[src/rtl/cp0_exc_ctrl_pkg.sv]
// Shared CP0 definitions: register numbers, exception codes, status/cause bit positions
// and the exception sequencer state encoding.
package cp0_exc_ctrl_pkg;

    localparam logic [4:0] CP0_COUNT   = 5'd9;
    localparam logic [4:0] CP0_COMPARE = 5'd11;
    localparam logic [4:0] CP0_SR      = 5'd12;
    localparam logic [4:0] CP0_CAUSE   = 5'd13;
    localparam logic [4:0] CP0_EPC     = 5'd14;

    localparam logic [4:0] EXC_INT = 5'd0;
    localparam logic [4:0] EXC_SYS = 5'd8;

    localparam int SR_IE_BIT = 0;
    localparam int IM_LSB    = 8;
    localparam int IP_LSB    = 8;
    localparam int EXC_LSB   = 2;

    typedef enum logic [1:0] {
        ST_RUN    = 2'd0,
        ST_ENTER  = 2'd1,
        ST_HANDLE = 2'd2,
        ST_RETURN = 2'd3
    } cp0_state_e;

endpackage

[src/rtl/cp0_exc_ctrl_prio.sv]
// Fixed-priority encoder: index of the lowest set request bit (bit 0 = highest priority).
module cp0_prio_enc #(
    parameter int N  = 7,
    parameter int IW = (N > 1) ? $clog2(N) : 1
) (
    input  logic [N-1:0]  req,
    output logic [IW-1:0] idx,
    output logic          valid
);

    always_comb begin
        idx   = '0;
        valid = 1'b0;
        // Scan downwards so the lowest set bit is the last one written.
        for (int i = N - 1; i >= 0; i--) begin
            if (req[i]) begin
                idx   = IW'(i);
                valid = 1'b1;
            end
        end
    end

endmodule

[src/rtl/cp0_exc_ctrl.sv]
// Coprocessor-0 exception/interrupt sequencer: SR/Cause/EPC, IRQ arbitration, fetch redirect.
// Optional timer (Count/Compare) enabled by defining CP0_TIMER_EN.
module cp0_exc_ctrl
    import cp0_exc_ctrl_pkg::*;
#(
    parameter int          NIRQ         = 6,
    parameter logic [31:0] HANDLER_ADDR = 32'h0000_4180
) (
    input  logic                          clk,
    input  logic                          rst_n,
    input  logic [NIRQ-1:0]               irq,
    input  logic                          commit,
    input  logic [31:0]                   next_pc,
    input  logic                          sys,
    input  logic                          exce_ret,
    input  logic                          mtc0,
    input  logic [4:0]                    cp0_addr,
    input  logic [31:0]                   cp0_wdata,
    output logic [31:0]                   cp0_rdata,
    output logic                          redir_valid,
    input  logic                          redir_ready,
    output logic [31:0]                   redir_pc,
    output logic                          in_handler,
    output cp0_state_e                    dbg_state,
    output logic [$clog2(NIRQ+1)-1:0]     dbg_src
);

    localparam int SRC_W = $clog2(NIRQ + 1);

    cp0_state_e        state, state_nx;
    logic              sr_ie;
    logic [NIRQ:0]     sr_im;
    logic [NIRQ-1:0]   irq_q;
    logic [4:0]        exc_code;
    logic [31:0]       epc;
    logic [31:0]       count;
    logic [31:0]       compare;
    logic              timer_pend;
    logic [NIRQ:0]     ip;
    logic [NIRQ:0]     pend;
    logic              irq_take;
    logic              take_sys, take_irq, ret_done;
    logic              mtc0_ok;
    logic [SRC_W-1:0]  enc_idx;
    logic              enc_valid;

    // Timer pending occupies the top IP slot so it is the lowest-priority source.
    assign ip       = {timer_pend, irq_q};
    assign pend     = ip & sr_im;
    assign irq_take = sr_ie & (|pend);
    assign mtc0_ok  = commit & mtc0 & (state != ST_ENTER) & (state != ST_RETURN);
    assign dbg_state = state;

    cp0_prio_enc #(.N(NIRQ + 1), .IW(SRC_W)) u_prio (
        .req   (pend),
        .idx   (enc_idx),
        .valid (enc_valid)
    );

    always_comb begin
        state_nx    = state;
        redir_valid = 1'b0;
        redir_pc    = '0;
        in_handler  = 1'b0;
        take_sys    = 1'b0;
        take_irq    = 1'b0;
        ret_done    = 1'b0;
        unique case (state)
            ST_RUN: begin
                if (commit && sys)           take_sys = 1'b1;
                else if (commit && irq_take) take_irq = 1'b1;
                if (take_sys || take_irq)    state_nx = ST_ENTER;
            end
            ST_ENTER: begin
                redir_valid = 1'b1;
                redir_pc    = HANDLER_ADDR;
                in_handler  = 1'b1;
                if (redir_ready) state_nx = ST_HANDLE;
            end
            ST_HANDLE: begin
                in_handler = 1'b1;
                if (commit && exce_ret) state_nx = ST_RETURN;
            end
            ST_RETURN: begin
                redir_valid = 1'b1;
                redir_pc    = epc;
                in_handler  = 1'b1;
                if (redir_ready) begin
                    state_nx = ST_RUN;
                    ret_done = 1'b1;
                end
            end
            default: state_nx = ST_RUN;
        endcase
    end

    always_ff @(posedge clk or negedge rst_n) begin
        if (!rst_n) begin
            state    <= ST_RUN;
            sr_ie    <= 1'b0;
            sr_im    <= '0;
            irq_q    <= '0;
            exc_code <= '0;
            epc      <= '0;
            dbg_src  <= '0;
        end else begin
            state <= state_nx;
            irq_q <= irq;
            if (mtc0_ok && cp0_addr == CP0_SR) begin
                sr_ie <= cp0_wdata[SR_IE_BIT];
                sr_im <= cp0_wdata[IM_LSB +: NIRQ+1];
            end
            if (mtc0_ok && cp0_addr == CP0_EPC) epc <= cp0_wdata;
            // Exception entry overrides a coincident MTC0 to IE or EPC.
            if (take_sys || take_irq) begin
                sr_ie    <= 1'b0;
                epc      <= next_pc;
                exc_code <= take_sys ? EXC_SYS : EXC_INT;
            end
            if (take_irq && enc_valid) dbg_src <= enc_idx;
            if (ret_done) sr_ie <= 1'b1;
        end
    end

`ifdef CP0_TIMER_EN
    always_ff @(posedge clk or negedge rst_n) begin
        if (!rst_n) begin
            count      <= '0;
            compare    <= '0;
            timer_pend <= 1'b0;
        end else begin
            count <= count + 32'd1;
            if (mtc0_ok && cp0_addr == CP0_COMPARE) begin
                compare    <= cp0_wdata;
                timer_pend <= 1'b0;
            end else if (count == compare) begin
                timer_pend <= 1'b1;
            end
        end
    end
`else
    assign count      = '0;
    assign compare    = '0;
    assign timer_pend = 1'b0;
`endif

    always_comb begin
        cp0_rdata = '0;
        case (cp0_addr)
            CP0_SR:      cp0_rdata = {{(23-NIRQ){1'b0}}, sr_im, 7'b0, sr_ie};
            CP0_CAUSE:   cp0_rdata = {{(23-NIRQ){1'b0}}, ip, 1'b0, exc_code, 2'b0};
            CP0_EPC:     cp0_rdata = epc;
            CP0_COUNT:   cp0_rdata = count;
            CP0_COMPARE: cp0_rdata = compare;
            default:     cp0_rdata = '0;
        endcase
    end

endmodule

[config.mk]
export PLATFORM = sky130hd
export DESIGN_NAME = cp0_exc_ctrl
export DESIGN_NICKNAME = d
export VERILOG_FILES = /design/src/rtl/cp0_exc_ctrl_pkg.sv /design/src/rtl/cp0_exc_ctrl_prio.sv /design/src/rtl/cp0_exc_ctrl.sv
export SDC_FILE = /design/constraint.sdc
export NUM_CORES = 1
export LEC_CHECK = 0
export CORE_ASPECT_RATIO = 0.5
export CORE_UTILIZATION = 35
export CTS_BUF_LIST = sky130_fd_sc_hd__clkbuf_4 sky130_fd_sc_hd__clkbuf_8
export DETAILED_ROUTE_END_ITERATION = 7
export PLACE_DENSITY = 0.72
export SETUP_SLACK_MARGIN = 0.02
export SYNTH_ARGS = -nofsm -noshare
export SYNTH_HDL_FRONTEND = slang
export SYNTH_SLANG_ARGS = --single-unit
[constraint.sdc]
create_clock -name clk -period 5.35 [get_ports clk]
set_input_delay 0.8025 -clock clk [delete_from_list [all_inputs] [get_ports clk]]
set_output_delay 0.8025 -clock clk [all_outputs]
set_load 0.05 [all_outputs]
Word-level counts from Yosys, hierarchy flattened --
Index checks and enable logic that the tools add are counted.
Word-level totals: bits in read-only memories 0, logic and storage cells 77, output and inout port bits 71, latch bits 0, bits in registers 56, memories 0, RAM bits 0, bits of input ports 82
Operators by class: eq/ne operators 12, multipliers 0, shift operators 0, magnitude comparators 0, bitwise gates (word level) 5, divide/modulo/power cells 0, mux-type cells 38, reductions and logical operators 15, $add $sub $neg 0
Operators with widths (number):
- $pmux 32 s3 | 1
- $mux 32 | 2
- $pmux 32 s2 | 1
- $mux 1 | 21
- $mux 3 | 7
- $eq 5x4->1 const B | 3
- $ne 2x2->1 const B | 5
- $mux 2 | 4
- $pmux 2 s4 | 1
- $and 6x7->7 | 1
- $reduce_or 7->1 | 1
- $logic_and 1x1->1 | 6
- $and 1x1->1 | 4
- $eq 2x2->1 const B | 2
- $mux 4 | 1
- $reduce_and 4->1 | 1
- $reduce_bool 3->1 | 1
- $reduce_or 3->1 | 1
- $eq 2x1->1 const B | 1
- $logic_not 2->1 | 1
- $logic_or 1x1->1 | 2
- $ne 2x1->1 const B | 1
- $reduce_bool 2->1 | 1
- $reduce_or 2->1 | 1

Longest topological paths before layout --
Gate-level depths: netlist of run 1.
word-level depth 11, gate-level depth with buffers 8, mapped depth without buffers 6

Modules after synthesis --
From an unflattened synthesis of run 1, not the netlist that was laid out.
Second synthesis, totals: cells, all modules 300, area total of the unflattened synthesis 3040.4 um^2
By module, submodules not included:
- cp0_exc_ctrl | area an instance 2974.1 um^2, seq. area each 1301.2 um^2, cells an instance 289, times used 1
- cp0_prio_enc | area an instance 66.3 um^2, seq. area each 0.0 um^2, cells an instance 11, times used 1

Worst setup path before layout of run 1 --
Ideal clock, no wire load.
path kind input to output, from in cp0_addr[0], to out cp0_rdata[0], stages 5, buffers on the path 2, arrival 2076 ps, setup slack 2472 ps, cell sequence and3b_1 and3b_1 clkbuf_1 clkbuf_1 a22o_1
Between the ends: longest elaborated chain between the ends 2, elaborated cells on any way between the ends 4
Ends and longest elaborated chain:
- from (decl) | line cp0_exc_ctrl.sv:17 | input logic [4:0] cp0_addr,
- $eq 5x4->1 | line cp0_exc_ctrl.sv:149 | case (cp0_addr)
- $pmux 32 s3 (*) | line cp0_exc_ctrl.sv:149
- to (decl) | line cp0_exc_ctrl.sv:19 | output logic [31:0] cp0_rdata,
Every way passes the cells marked *; elsewhere a longest branch is shown, timed or not.

Final worst setup path of run 1 --
from in cp0_addr[0], to out cp0_rdata[25]
Same word-level chain as after synthesis.

==> metrics.yaml, run 1 <==
outcome: "finished, final reports clean"
syn_area_um2: 2990
power_density_nw_per_um2: 458
core_region_area_um2: 8140
synth_top_area_share: 0.436
place_congestion: 0.763
syn_inst: 256
postCtsSetupBuffers: 0
start_util: 0.367
num_rows: 23
synth.top_cells.by_area: "dfrtp_1 (44%), mux2_2 (16%), and2_1 (12%), mux2_1 (11%), a22o_1 (2.3%)"
cts-buffers-inserted: 5
drc: 0
peakVddDrop_mv: 0.330
max_stage_delay_ns: 0.81
worstPathRequired_ns: 4.55
crit_path_end_kind: "output port"
die_w_um: 133
grt_pass1_wl_mm: 13.2
clock_path_buffers: 2
path_delay_family: "buffers and inverters"
antenna_left: 0
htree_levels: 2
hold_viol: 0
syn_nets: 342
viasPerCell: 4.86
grt_overflow_total: 0
period_needed_ns: 4.10
p_leak_nw: 2.01
fill_cells: 688
grt_max_degree: 53
slew_violations: 0
cp-start-kind: "input pin"
fin_crit_sh: 0.766
slowest_stage: "clkdlybuf4s50_1"
worstMarginPinSlew_ns: 1.19
die_area_um2: 8930
cp_max_fo: 20
cts_tree: "yes"
area.growth.synth_to_final_pct: 57.5
yosys.area.top_type: "dfrtp_1"
yosysMostFrequentCell: "and2_1"
cts_sinks: 52
track_usage: 0.193
worst-path-buf-inv: 3
grt_pass1_vias: 2541
dp_slack_ns: 1.24
fin_nets: 488
drive_above_1_share: 0.139
avgSynthCellArea_um2: 11.7
hold_class: "reg2reg"
cts_root_buf: "clkbuf_8"
slew_headroom: 0.205
cp_cell_sequence: "clkdlybuf4s50_1 -> and3b_1 -> and3b_1 -> buf_4 -> and2_1 -> clkdlybuf4s50_1"
antenna_cells: 0
fmax_ghz: 0.244
cts.repair.resized: 0
wl_mm: 8.58
worstSetupPathType: "in2out"
final.setup.tns_ns: 0
drt_iter0_drc: 133
setup_viol: 0
first_pass_iters: 7
place_hpwl_mm: 6.36
cap_violations: 0
numPortBuffers: 152
synth_commonest_cells: "and2_1 (55), dfrtp_1 (52), mux2_2 (43), mux2_1 (30), inv_1 (10)"
drt-wirelength-per-cell_um: 16.7
cp.arrival_ns: 3.30
synthArstFlopShare: 1.00
yosys_warnings: 0
rrSetupSlack_ns: 1.83
skew_ns: 0.0117
clk_pin_slew_ns: 0.10
synth-edff-count: 0
ctsHoldBuffers: 0
vias: 2501
ys_ff_latch: 52
io_pins: 153
insertion_delay_ns: 0.31
rsz0062_at_grt: "no"
yosysSeqAreaShare: 0.436
synth_flop_cell: "dfrtp_1"
die_height_um: 67.3
setup_slack_ns: 1.25
antenna_found_initial: 0
yosys.cell_types.count: 30
[per-stage QoR]
stage	instances	area [µm²]	power [W]	utilization	hold slack, ns
after floorplan	256	2990	0.00147	-	0.467
after global placement	507	4600	0.00186	0.564	0.473
after detailed placement	507	4600	0.00189	0.564	0.473
after CTS	515	4710	0.00218	0.578	0.496
after global routing	515	4710	0.00228	0.578	0.521
final	515	4710	0.00216	0.578	0.488
[final timing paths]
kind                              start  depth (start not counted)       endpoint
setup / recovery            cp0_addr[0]                          6  cp0_rdata[25]
hold reg to reg              dbg_src[1]                          2     dbg_src[1]
hold / removal               dbg_src[1]                          2     dbg_src[1]
max in group asynchronous         rst_n                          2       irq_q[4]
min in group asynchronous         rst_n                          2        epc[20]
setup reg to reg           dbg_state[0]                          6        epc[26]
[kinds of logic (layout without fill, tap and decap cells)]
| family | count (synthesis) | count (layout) | synth area share |
|---|---|---|---|
| and+or+nand+nor | 71 | 71 | 0.148 |
| buffers and inverters | 26 | 173 | 0.0389 |
| adders and majority gates | 4 | 4 | 0.0168 |
| AOI/OAI and AO/OA | 30 | 30 | 0.0858 |
| DFF | 52 | 52 | 0.436 |
| muxes | 73 | 73 | 0.275 |
[layout by cell type (no fill, tap or decap), types with 2 or more instances in the layout]
cell type	instances
a21o_1	3
a222oi_1	6
a22o_1	8
a22oi_1	2
and2_1	55
and3b_1	2
and4b_1	2
buf_4	3
clkbuf_8	5
clkdlybuf4s50_1	151
dfrtp_1	52
ha_1	4
inv_1	10
mux2_1	30
mux2_2	43
nand2_1	5
nor2_1	3
o31ai_1	3
[worst min-delay path, delay by kind of cell, from the launching register on]
kind,cells,cell delay (ns)
flops,1,0.36
simple gates,1,0.05
compound gates,1,0.05
[flip-flops by register name (all words and copies together), names as in the netlist]
name / count
sr_im: 7
dbg_state: 2
dbg_src: 3
exc_code: 1
sr_ie: 1
irq_q: 6
epc: 32
[area by class of cell]
class | instances | area, µm² | share of cell area
Multi-Input combinational cell | 178 | 1580 | 0.335
Timing Repair Buffer | 155 | 1540 | 0.327
Sequential cell | 52 | 1300 | 0.276
Tap cell | 112 | 140 | 0.0298
Clock buffer | 6 | 76.3 | 0.0162
Inverter | 10 | 37.5 | 0.00797
Clock inverter | 2 | 35.0 | 0.00744
[where the power goes]
group	leakage [nW]	total, W	internal [W]	switching (W)
registers	0.632	0.000670	0.000552	0.000118
clock network	0.0586	0.000281	0.000144	0.000137
logic	1.32	0.00121	0.000526	0.000681
total	2.01	0.00216	0.00122	0.000935
[routing by layer]
layer	track usage	share of wire	up-vias
li1	-	-	1200
met1	0.234	0.43	1227
met2	0.359	0.52	66
met3	0.0443	0.041	8
met4	0.0359	0.0098	0
met5	0	0	-
Note: power is estimated with default switching activity, not from simulation.
==> run 2, diff against run 1 <==
--- a/config.mk
+++ b/config.mk
@@ -9,7 +9,7 @@
 export CORE_UTILIZATION = 35
 export CTS_BUF_LIST = sky130_fd_sc_hd__clkbuf_4 sky130_fd_sc_hd__clkbuf_8
 export DETAILED_ROUTE_END_ITERATION = 7
-export PLACE_DENSITY = 0.72
+export PLACE_DENSITY = 0.75
 export SETUP_SLACK_MARGIN = 0.02
 export SYNTH_ARGS = -nofsm -noshare
 export SYNTH_HDL_FRONTEND = slang
==> constraint.sdc (replaced) <==
create_clock -name clk -period 3.7 [get_ports clk]
set_input_delay 0.555 -clock clk [delete_from_list [all_inputs] [get_ports clk]]
set_output_delay 0.555 -clock clk [all_outputs]
set_load 0.05 [all_outputs]
==> metrics.yaml, run 2 (same netlist as run 1, synthesis figures left out) <==
worstSetupPathType: "reg2out"
drc: 0
peakVddDrop_mv: 0.351
cp.arrival_ns: 2.79
core_region_area_um2: 8140
hold_viol: 0
worstMarginPinSlew_ns: 0.955
grt_pass1_vias: 2717
grt_pass1_wl_mm: 14.2
io_pins: 153
place_hpwl_mm: 7.06
drt_iter0_drc: 77
final_cell_area_um2: 5020
final_common_cell: "clkdlybuf4s50_1"
worst-path-buf-inv: 2
drive_above_1_share: 0.222
rsz0062_at_grt: "no"
antenna_left: 0
place_area_um2: 4940
max_stage_delay_ns: 0.81
drt-wirelength-per-cell_um: 17.3
antenna_cells: 0
ctsHoldBuffers: 0
place_congestion: 0.794
power_density_nw_per_um2: 611
final_cell_mix: "clkdlybuf4s50_1 (119), and2_1 (55), dfrtp_1 (52)"
numPortBuffers: 152
grt_overflow_total: 0
slew_headroom: 0.363
fin_cells: 517
die_height_um: 67.3
cts_root_buf: "clkbuf_8"
track_usage: 0.208
vias: 2562
final.setup.tns_ns: 0
fin_util: 0.616
p_leak_nw: 2.16
largest_reg_flops: 32
setup_viol: 0
skew_ns: 0.0123
slew_violations: 0
grt_max_degree: 37
die_area_um2: 8930
crit_path_end_kind: "output port"
cp_max_fo: 28
fin_nets: 491
num_rows: 23
period_needed_ns: 3.34
timing.hold.ws_ns: 0.349
fill_cells: 645
slowest_stage: "ha_1"
insertion_delay_ns: 0.31
area.growth.synth_to_final_pct: 68.0
cp_cell_sequence: "ha_1 -> buf_4 -> and2_1 -> clkdlybuf4s50_1"
path_delay_family: "buffers and inverters"
hold_class: "in2async"
clock_path_buffers: 2
die_w_um: 133
wl_mm: 8.96
viasPerCell: 4.96
cts_tree: "yes"
cp-start-kind: "flip-flop"
cts.repair.resized: 0
worstPathRequired_ns: 3.14
regMostFlops: "epc"
start_util: 0.367
fmax_ghz: 0.299
htree_levels: 2
fin_crit_sh: 0.903
first_pass_iters: 5
largestRegisters: "epc x32, sr_im x7, irq_q x6"
cts_sinks: 52
cts-buffers-inserted: 5
cap_violations: 0
clk_pin_slew_ns: 0.10
outcome: "finished, final reports clean"
postCtsSetupBuffers: 0
dp.cells: 510
antenna_found_initial: 0
-- run 2: path summary, 6_finish.rpt --
check | from | endpoint | slack [ns] | depth (start not counted)
worst min register to register | dbg_src[0] | dbg_src[0] | 0.50 | 2
worst max register to register | dbg_state[0] | epc[30] | 0.91 | 6
min in group clk | dbg_src[0] | dbg_src[0] | 0.50 | 2
max in group asynchronous | rst_n | dbg_state[1] | 2.60 | 2
worst max-delay path | dbg_state[0] | redir_pc[11] | 0.36 | 4
worst min-delay path | rst_n | sr_im[3] | 0.35 | 1
-- run 2: power by group --
part           internal [W]  total [W]  leakage, nW  switching [W]
logic              0.000788    0.00178         1.48       0.000989
clock network      0.000137   0.000323       0.0445       0.000186
registers          0.000798   0.000969        0.632       0.000170
-- run 2: cell type report --
cell class / count / area, µm² / area share
clock buffers: 6 / 76.3 / 0.0152
clock inverters: 1 / 5.00 / 0.000997
inverters: 10 / 37.5 / 0.00748
multi-input cells: 178 / 1580 / 0.314
flip-flops and latches: 52 / 1300 / 0.259
well taps: 112 / 140 / 0.0279
repair buffers: 158 / 1880 / 0.375
-- run 2: layer usage --
layer  wire length [µm]  share of wire  up-vias  track usage
met3                537          0.060        7       0.0405
met2               4770           0.53       76        0.382
met4                 80         0.0089        0       0.0546
met1               3570           0.40     1277        0.255
met5                  0              0        -            0
li1                   -              -     1202            -
-- run 2: through the flow --
step | setup WS (ns) | power, W
floorplan | 1.13 | 0.00213
global placement | 0.727 | 0.00271
detailed placement | 0.676 | 0.00277
CTS | 0.321 | 0.00310
global route | 0.162 | 0.00325
finish | 0.359 | 0.00307
==> run 3, diff against run 2 <==
--- a/config.mk
+++ b/config.mk
@@ -6,11 +6,12 @@
 export NUM_CORES = 1
 export LEC_CHECK = 0
 export CORE_ASPECT_RATIO = 0.5
-export CORE_UTILIZATION = 35
+export CORE_UTILIZATION = 41
 export CTS_BUF_LIST = sky130_fd_sc_hd__clkbuf_4 sky130_fd_sc_hd__clkbuf_8
 export DETAILED_ROUTE_END_ITERATION = 7
-export PLACE_DENSITY = 0.75
+export PLACE_DENSITY = 0.82
 export SETUP_SLACK_MARGIN = 0.02
+export SKIP_LAST_GASP = 1
 export SYNTH_ARGS = -nofsm -noshare
 export SYNTH_HDL_FRONTEND = slang
 export SYNTH_SLANG_ARGS = --single-unit
==> constraint.sdc (replaced) <==
create_clock -name clk -period 3.15 [get_ports clk]
set_input_delay 0.4725 -clock clk [delete_from_list [all_inputs] [get_ports clk]]
set_output_delay 0.4725 -clock clk [all_outputs]
set_load 0.05 [all_outputs]
==> metrics.yaml, run 3 (same netlist as run 1, synthesis figures left out) <==
outcome: "finished, final reports clean"
power_density_nw_per_um2: 726
clockPowerShare: 0.116
largestRegisters: "epc x32, sr_im x7, irq_q x6"
worstMarginPinSlew_ns: 0.759
grt_overflow_total: 0
num_rows: 21
grt_max_degree: 35
cp.arrival_ns: 2.38
vias: 2567
grt_pass1_wl_mm: 14.1
antenna_found_initial: 0
postCtsSetupBuffers: 0
clk_pin_slew_ns: 0.10
die_height_um: 62.4
drc: 0
cp_max_fo: 20
seqPwrFrac: 0.312
dp_slack_ns: 0.394
viasPerCell: 5.15
drive_above_1_share: 0.224
largest_reg_flops: 32
slew_violations: 0
first_pass_iters: 5
hold_viol: 0
setup_viol: 0
rrSetupSlack_ns: 0.59
drt_iter0_drc: 138
regMostFlops: "epc"
p_sw_frac: 0.436
ctsHoldBuffers: 0
cap_violations: 0
die_area_um2: 7650
place_congestion: 0.776
track_usage: 0.245
setup_slack_ns: 0.298
numPortBuffers: 152
final_cell_mix: "clkdlybuf4s50_1 (119), and2_1 (55), dfrtp_1 (52)"
p_leak_nw: 2.17
fmax_ghz: 0.351
final_common_cell: "clkdlybuf4s50_1"
area.growth.synth_to_final_pct: 68.1
hold_class: "in2async"
final.setup.tns_ns: 0
p_switching_w: 0.00159
drt-wirelength-per-cell_um: 17.6
place_hpwl_mm: 6.72
core_region_area_um2: 6860
fin_nets: 491
path_common_cell: "buf_4"
grt_pass1_vias: 2813
cp_cell_sequence: "ha_1 -> buf_4 -> buf_4 -> and2_1 -> clkdlybuf4s50_1"
p_int_w: 0.00205
combPwrFrac: 0.572
max_stage_delay_ns: 0.80
io_pins: 153
slowest_stage: "clkdlybuf4s50_1"
antenna_left: 0
wl_mm: 8.78
htree_levels: 2
cts_root_buf: "clkbuf_8"
rsz0062_at_grt: "no"
clock_path_buffers: 2
crit_path_end_kind: "output port"
fin_crit_sh: 0.906
period_needed_ns: 2.85
cts_tree: "yes"
cts-buffers-inserted: 5
worstPathRequired_ns: 2.68
insertion_delay_ns: 0.32
cts.repair.resized: 0
start_util: 0.436
cts_sinks: 52
rr_endpoint: "epc[30]"
antenna_cells: 0
die_w_um: 123
slew_headroom: 0.494
worstSetupPathType: "reg2out"
regToRegStartpoint: "dbg_state[0]"
skew_ns: 0.00898
reg2reg_depth: 7
peakVddDrop_mv: 0.339
cp-start-kind: "flip-flop"
[run 3: cell types whose count changed in the layout (fill, tap and decap cells not counted)]
cell	delta
clkbuf_8	+1
clkinv_2	-1
buf_12	+1
buf_4	-1
clkinvlp_4	+1
[run 3: power groups by stage]
stage | clock (W) | sequential [W] | combinational [W]
6_report | 0.000421 | 0.00114 | 0.00209
5_1_grt | 0.000461 | 0.00118 | 0.00220
4_1_cts | 0.000433 | 0.00114 | 0.00210
3_5_place_dp | 0 | 0.00115 | 0.00209
3_3_place_gp | 0 | 0.00113 | 0.00205
2_1_floorplan | 0 | 0.00116 | 0.00135
[run 3: layout make-up]
| cell class | count | area (µm²) |
|---|---|---|
| Timing Repair Buffer | 158 | 1890 |
| Sequential cell | 52 | 1300 |
| Clock inverter | 1 | 7.51 |
| Fill cell | 455 | 1830 |
| Inverter | 10 | 37.5 |
| Clock buffer | 7 | 90.1 |
| Tap cell | 92 | 115 |
| Multi-Input combinational cell | 178 | 1580 |
[run 3: worst max-delay path by stage]
stage / startpoint / end / slack [ns]
final: dbg_state[0] / redir_pc[0] / 0.30
after global routing: dbg_state[0] / redir_pc[28] / 0.19
after CTS: dbg_state[0] / redir_pc[0] / 0.27
after detailed placement: commit / epc[30] / 0.39
after global placement: cp0_addr[0] / cp0_rdata[0] / 0.49
after floorplan: dbg_state[1] / epc[11] / 0.58
[run 3: layer usage]
layer	track usage	part of all wire
met4	0.0976	0.019
met1	0.271	0.40
met3	0.0561	0.051
met2	0.450	0.53
met5	0	0
[run 3: critical path, delay by kind of cell, from the launching register on]
family	cells	cell delay, ns
adders and majority gates	1	0.19
buffers and inverters	3	1.25
DFF	1	0.44
and+or+nand+nor	1	0.17
[run 3: through the flow]
stage          total power [W]  area (µm²)  hold WS (ns)  instances  utilization
6_report               0.00365        5020         0.209        498        0.733
5_1_grt                0.00385        5020         0.266        498        0.733
4_1_cts                0.00367        5020         0.230        498        0.733
3_5_place_dp           0.00324        4930         0.473        490        0.718
3_3_place_gp           0.00318        4930         0.462        490        0.718
2_1_floorplan          0.00250        2990         0.177        256            -
